<file path="src/rtl/mc_ctrl.sv">
// Multi-cycle MIPS control FSM: sequences FETCH/DECODE/EXEC/MEM/WB and
// drives datapath selects, ALU/extender controls and write enables.
module mc_ctrl #(
    parameter int CNT_W = 32
) (
    input  logic             clk,
    input  logic             reset,
    input  logic [5:0]       op,
    input  logic [5:0]       funct,
    input  logic             zero,
    input  logic             dm_ready,
    output logic             ir_we,
    output logic             pc_we,
    output logic [1:0]       npc_sel,
    output logic             rf_we,
    output logic [1:0]       wrsel,
    output logic [1:0]       wdsel,
    output logic             bsel,
    output logic             ext_sign,
    output logic [2:0]       aluop,
    output logic             dm_re,
    output logic             dm_we,
    output logic [2:0]       state,
    output logic             retire,
    output logic [CNT_W-1:0] retire_cnt
);

    typedef enum logic [2:0] {
        FETCH  = 3'd0,
        DECODE = 3'd1,
        EXEC   = 3'd2,
        MEM    = 3'd3,
        WB     = 3'd4
    } state_t;

    state_t cur, nxt;

    // instruction classification from IR fields
    logic r_type, is_addu, is_subu, is_jr, is_j, is_jal;
    logic is_ori, is_lui, is_lw, is_sw, is_beq, is_exec;

    assign r_type  = (op == 6'b000000);
    assign is_addu = r_type && (funct == 6'b100001);
    assign is_subu = r_type && (funct == 6'b100011);
    assign is_jr   = r_type && (funct == 6'b001000);
    assign is_j    = (op == 6'b000010);
    assign is_jal  = (op == 6'b000011);
    assign is_beq  = (op == 6'b000100);
    assign is_ori  = (op == 6'b001101);
    assign is_lui  = (op == 6'b001111);
    assign is_lw   = (op == 6'b100011);
    assign is_sw   = (op == 6'b101011);
    assign is_exec = is_addu | is_subu | is_ori | is_lui | is_lw | is_sw | is_beq;

    // ungated enables; reset forces them low combinationally
    logic ir_we_c, pc_we_c, rf_we_c, dm_re_c, dm_we_c, retire_c;

    assign ir_we  = ir_we_c  & ~reset;
    assign pc_we  = pc_we_c  & ~reset;
    assign rf_we  = rf_we_c  & ~reset;
    assign dm_re  = dm_re_c  & ~reset;
    assign dm_we  = dm_we_c  & ~reset;
    assign retire = retire_c & ~reset;
    assign state  = cur;

    // state register
    always_ff @(posedge clk or posedge reset) begin
        if (reset) cur <= FETCH;
        else       cur <= nxt;
    end

    // retired-instruction counter, wraps naturally at 2^CNT_W
    always_ff @(posedge clk or posedge reset) begin
        if (reset)       retire_cnt <= '0;
        else if (retire) retire_cnt <= retire_cnt + CNT_W'(1);
    end

    // next-state and per-state control decode
    always_comb begin
        nxt      = FETCH;
        ir_we_c  = 1'b0;
        pc_we_c  = 1'b0;
        rf_we_c  = 1'b0;
        dm_re_c  = 1'b0;
        dm_we_c  = 1'b0;
        retire_c = 1'b0;
        npc_sel  = 2'b00;
        wrsel    = 2'b00;
        wdsel    = 2'b00;
        bsel     = 1'b0;
        ext_sign = 1'b0;
        aluop    = 3'b000;

        // MEM keeps the address computation of EXEC alive while waiting
        if (cur == EXEC || cur == MEM) begin
            if (is_subu || is_beq) aluop = 3'b001;
            if (is_ori) begin aluop = 3'b010; bsel = 1'b1; end
            if (is_lui) begin aluop = 3'b011; bsel = 1'b1; end
            if (is_lw || is_sw) begin bsel = 1'b1; ext_sign = 1'b1; end
        end

        case (cur)
            FETCH: begin
                ir_we_c = 1'b1;
                pc_we_c = 1'b1;
                nxt     = DECODE;
            end
            DECODE: begin
                if (is_j || is_jal) begin
                    pc_we_c  = 1'b1;
                    npc_sel  = 2'b10;
                    retire_c = 1'b1;
                    if (is_jal) begin
                        rf_we_c = 1'b1;
                        wrsel   = 2'b10;
                        wdsel   = 2'b10;
                    end
                end else if (is_jr) begin
                    pc_we_c  = 1'b1;
                    npc_sel  = 2'b11;
                    retire_c = 1'b1;
                end else if (is_exec) begin
                    nxt = EXEC;
                end else begin
                    retire_c = 1'b1;
                end
            end
            EXEC: begin
                if (is_beq) begin
                    pc_we_c  = zero;
                    npc_sel  = 2'b01;
                    retire_c = 1'b1;
                end else if (is_lw || is_sw) begin
                    nxt = MEM;
                end else begin
                    nxt = WB;
                end
            end
            MEM: begin
                dm_re_c = is_lw;
                dm_we_c = is_sw;
                if (!dm_ready)  nxt = MEM;
                else if (is_lw) nxt = WB;
                else            retire_c = 1'b1;
            end
            WB: begin
                rf_we_c  = 1'b1;
                retire_c = 1'b1;
                if (r_type) wrsel = 2'b01;
                if (is_lw)  wdsel = 2'b01;
            end
            default: nxt = FETCH;
        endcase
    end

endmodule

</file>
<file path="config.mk">
export PLATFORM = sky130hd
export DESIGN_NAME = mc_ctrl
export DESIGN_NICKNAME = d
export VERILOG_FILES = /design/src/rtl/mc_ctrl.sv
export SDC_FILE = /design/constraint.sdc
export NUM_CORES = 1
export LEC_CHECK = 0
export ABC_AREA = 0
export BUFFER_PORTS_ARGS = -buffer_cell sky130_fd_sc_hd__buf_2
export CORE_MARGIN = 1.5
export CORE_UTILIZATION = 45
export CTS_BUF_LIST = sky130_fd_sc_hd__clkbuf_16
export CTS_CLUSTER_SIZE = 30
export DETAILED_ROUTE_END_ITERATION = 6
export PLACE_DENSITY = 0.75
export SYNTH_ARGS = -nofsm -noshare
export SYNTH_HDL_FRONTEND = slang
export SYNTH_SLANG_ARGS = --single-unit
</file>
<file path="constraint.sdc">
create_clock -name clk -period 3.2 [get_ports clk]
set_input_delay 0.8 -clock clk [delete_from_list [all_inputs] [get_ports clk]]
set_output_delay 0.8 -clock clk [all_outputs]
set_load 0.05 [all_outputs]
</file>
Yosys cells after proc, flatten, opt, wreduce, memory -nomap -nowiden

Cells that the tools add are included.
W data, S select, Z words.

Bits of input ports: 16
Bits in registers: 35

Add/sub/neg operators: 1
Bitwise gates (word level): 13
Multiplexer cells: 45
Eq/ne operators: 14
Reductions and logical operators: 9

Operators with widths:

| operator                | number |
|---|---|
| $add A32 B1 Y32 const B | 1 |
| $eq A6 B6 Y1 const B    | 4 |
| $mux W1                 | 24 |
| $mux W3                 | 7 |
| $eq A6 B4 Y1 const B    | 3 |
| $mux W2                 | 7 |
| $eq A6 B2 Y1 const B    | 2 |
| $pmux W2 S2             | 3 |
| $pmux W3 S4             | 1 |
| $and A1 B1 Y1           | 6 |
| $eq A3 B2 Y1 const B    | 2 |
| $eq A6 B3 Y1 const B    | 1 |
| $logic_not A6 Y1        | 1 |
| $or A1 B1 Y1            | 6 |
| $logic_or A1 B1 Y1      | 4 |
| $pmux W1 S4             | 1 |
| $eq A3 B1 Y1 const B    | 1 |
| $eq A3 B3 Y1 const B    | 1 |
| $logic_and A1 B1 Y1     | 3 |
| $logic_not A3 Y1        | 1 |
| $pmux W1 S3             | 1 |
| $pmux W1 S2             | 1 |
| $not A1 Y1              | 1 |

Logic depth before layout (Yosys ltp)

Word-level depth: 13
Gate-level depth with buffers: 8

Worst setup path before layout

Ideal clock, no wire load.

Path type: input -> output
Start point: input op[0]
End point: output dm_re
Slack: -686 ps
Arrival time: 3086 ps
Required time: 2400 ps
Stages on the path: 4
Cell sequence: buf_6 nand3_1 or4_1 nor4b_1

Cells in the longest elaborated chain, start to end: 3

RTL lines:

| element       | RTL line | RTL |
|---|---|---|
| from (decl)   | 8        | `input logic [5:0] op,` |
| $eq A6 B6 Y1  | 51       | `assign is_lw = (op == 6'b100011);` |
| $mux W1       | 102      | `case (cur)` |
| $and A1 B1 Y1 | 61       | `assign dm_re = dm_re_c & ~reset;` |
| to (decl)     | 21       | `output logic dm_re,` |

No other way between the ends.

Worst setup path after layout

Start point: input op[5]
End point: output retire

Cells in the longest elaborated chain, start to end: 13

RTL lines:

| element                                       | RTL line | RTL |
|---|---|---|
| $logic_not A6 Y1                              | 42       | `assign r_type = (op == 6'b000000);` |
| $logic_and A1 B1 Y1, on equally long branches | 43, 44   |  |
| $or A1 B1 Y1 (6 in series)                    | 53       | `assign is_exec = is_addu \| is_subu \| is_ori \| is_lui \| is_lw \| is_sw \| is_beq;` |
| $mux W1                                       | 122      | `end else if (is_exec) begin` |
| $mux W1                                       | 118      | `end else if (is_jr) begin` |
| $mux W1                                       | 109      | `if (is_j \|\| is_jal) begin` |
| $pmux W1 S4 (*)                               | 102      |  |
| $and A1 B1 Y1 (*)                             | 63       | `assign retire = retire_c & ~reset;` |
| to (decl)                                     | 24       | `output logic retire,` |

Mark *: on every way between the ends. The rest lies on a longest branch, timed or not.

==> metrics <==
status finished, final reports clean; Fin Clk Skew 0.00557 ns; DR pass1 iterations 4; Post-Syn Nets 225; r2r setup slk 0.90 ns; layout cell share with drive strength beyond 1 35.6%; Worst setup SP type input port; placed cell areas 0.00246 sq mm; Cell Pwr Density 706 mW/mm^2; Slew Viols, Final 0; total core area 0.00438 sq mm; Max Fclk 329 MHz; row count 24; metal2 WL 2200 um; mean post-synth cell area 9.87 sq um; die area 0.00497 sq mm; post-route insts no fill 330; Syn-to-layout area delta 26.8%; Ys Warns 0; highest metal used met4; Max transition margin 66.8%; Final Cycle Share 95.0%; drt wl/cell 14.1 um; Synth Cell Area 0.00205 sq mm; Met3 Routed Length 270 um; Inst Count DP 322; Worst Setup End Kind output pin; Fin Setup TNS 0 ns; Worst Tran Pin Value 0.496 ns; hold buffer count at cts 0; clk buf depth 2; post-synth top area share 42.7%; Final Power 1840 uW; hpwl dp 3370 um; leakage 0.00126 uW; RSZ-0062 raised after global routing false; PostCTS Resize Cnt 0; cell count after synthesis 208; TritonCTS buffer count 5; # IOs 68; CTS tree done; largest area contributor in the synthesized netlist dfrtp_1; commonest non-fill, non-tap cell in the layout buf_2; Main synth FF type dfrtp_1; Seq cells post-synth 35; worst vdd ir 0.696 mV; largest net degree at the start of global routing 42; worst skew pair latency 0.28 ns; Area contributors post-synth dfrtp_1, xor2_1, xnor2_1, nand3_1, nor4_2; gpl congestion 0.791; Chip Height 70.5 um; Remaining Overflow, GRT 0; Hold Path Class reg2reg; vias per cell 5.57; total of max-cap violations 0; DRC Markers 0; first-pass GRT wire length 7510 um; Crit path required time 2.40 ns; CTS Root Cell clkbuf_16; number of buffers added on ports 66; Post-synth EDFFs 0; # clock sinks 35; Worst-path clk slew 0.05 ns; Final min period 3.04 ns; Seq/Total Area, Yosys 42.7%; Critical Path AT 2.24 ns; commonest cells after routing, fill and taps aside buf_2, dfrtp_1, nand3_1, xor2_1; crit-path max FO 6; Clock H-tree levels 2; critical setup path kind in2out; buffer count from post-CTS setup fixing 0; vias in the first global route 1,610; diode count 0; final net count 294; Finished Cell Area 0.00260 sq mm; Netlist cell types 50; ys async rst share 100%; Post-DRT Antenna Nets 0; Die X 70.5 um; Final Hold Vio Count 0; GRT Overall Usage 19.0%; vias 1,839; final wirelength 4660 um; Initial Utilization 46.8%; Final setup viols 0; antenna violations before repair 0; number of DRC markers in iteration 0 149; M1 WL 2130 um
[where the power goes]
group | internal (uW) | switching [uW]
Sequential | 505 | 90.5
Combinational | 220 | 564
Clock | 283 | 174
[cell usage after synthesis, types with 2 or more instances]
| cell type | instances |
|---|---|
| or2_2 | 2 |
| and4_1 | 2 |
| nand2_1 | 14 |
| buf_2 | 3 |
| o21a_1 | 2 |
| dfrtp_1 | 35 |
| nand2b_1 | 4 |
| or3_1 | 3 |
| and2_1 | 2 |
| nor4_1 | 4 |
| nand4_1 | 10 |
| xor2_1 | 15 |
| and4b_1 | 2 |
| buf_6 | 2 |
| a21oi_1 | 5 |
| nor3b_1 | 2 |
| nor4_2 | 6 |
| nor2_1 | 13 |
| nor3_1 | 4 |
| inv_1 | 4 |
| nor2b_1 | 3 |
| buf_4 | 2 |
| nor4b_1 | 5 |
| and3_1 | 8 |
| clkbuf_1 | 3 |
| nand3_1 | 16 |
| xnor2_1 | 14 |
[final cells by class]
type                    count  area (sq um)
clock inverters             3          16.3
flip-flops and latches     35           876
inverters                   5          18.8
multi-input cells         158          1130
repair buffers             72           375
fillers                   397          1780
well taps                  52          65.1
clock buffers               5           125
[metal layers]
metal	vias up	global-route usage, %
met3	8	4.76
met5	-	0
met1	879	25.6
met4	0	6.62
li1	885	-
met2	67	30.0
[worst max-delay path: stages]
cell,delay (ns)
buf_2,0.13
nor3b_1,0.32
and2_1,0.26
nand2_1,0.10
o2111a_2,0.16
nor2_2,0.17
buf_2,0.30
[final timing paths]
kind                                start              to  cells after the start
min                        retire_cnt[31]  retire_cnt[31]                      1
min in group asynchronous           reset   retire_cnt[6]                      3
max in group asynchronous           reset  retire_cnt[26]                      3
min reg2reg                retire_cnt[31]  retire_cnt[31]                      1
max reg2reg                      state[1]  retire_cnt[16]                      5
max                                 op[5]          retire                      7
[sequential cells by signal, summed over array words and instances, names as in the netlist]
signal / cells
retire_cnt: 32
state: 3
[stage by stage]
stage	setup slack [ns]	hold slack [ns]	utilization (%)
after floorplan	-0.212	0.786	-
after global placement	0.197	0.455	56.1
after detailed placement	0.168	0.457	56.1
after CTS	0.166	0.469	59.4
after global routing	0.0104	0.509	59.4
final	0.161	0.467	59.4
[cell families after synthesis]
logic type                 share of synthesized area [%]
and+or+nand+nor                                     32.5
DFF                                                 42.7
xor gates and xnor gates                            13.2
AOI/OAI and AO/OA                                   6.10
buffers and inverters                               4.02
adders and majority gates                          0.610
other                                              0.183
muxes                                              0.731
(Power assumes the default switching activity.)
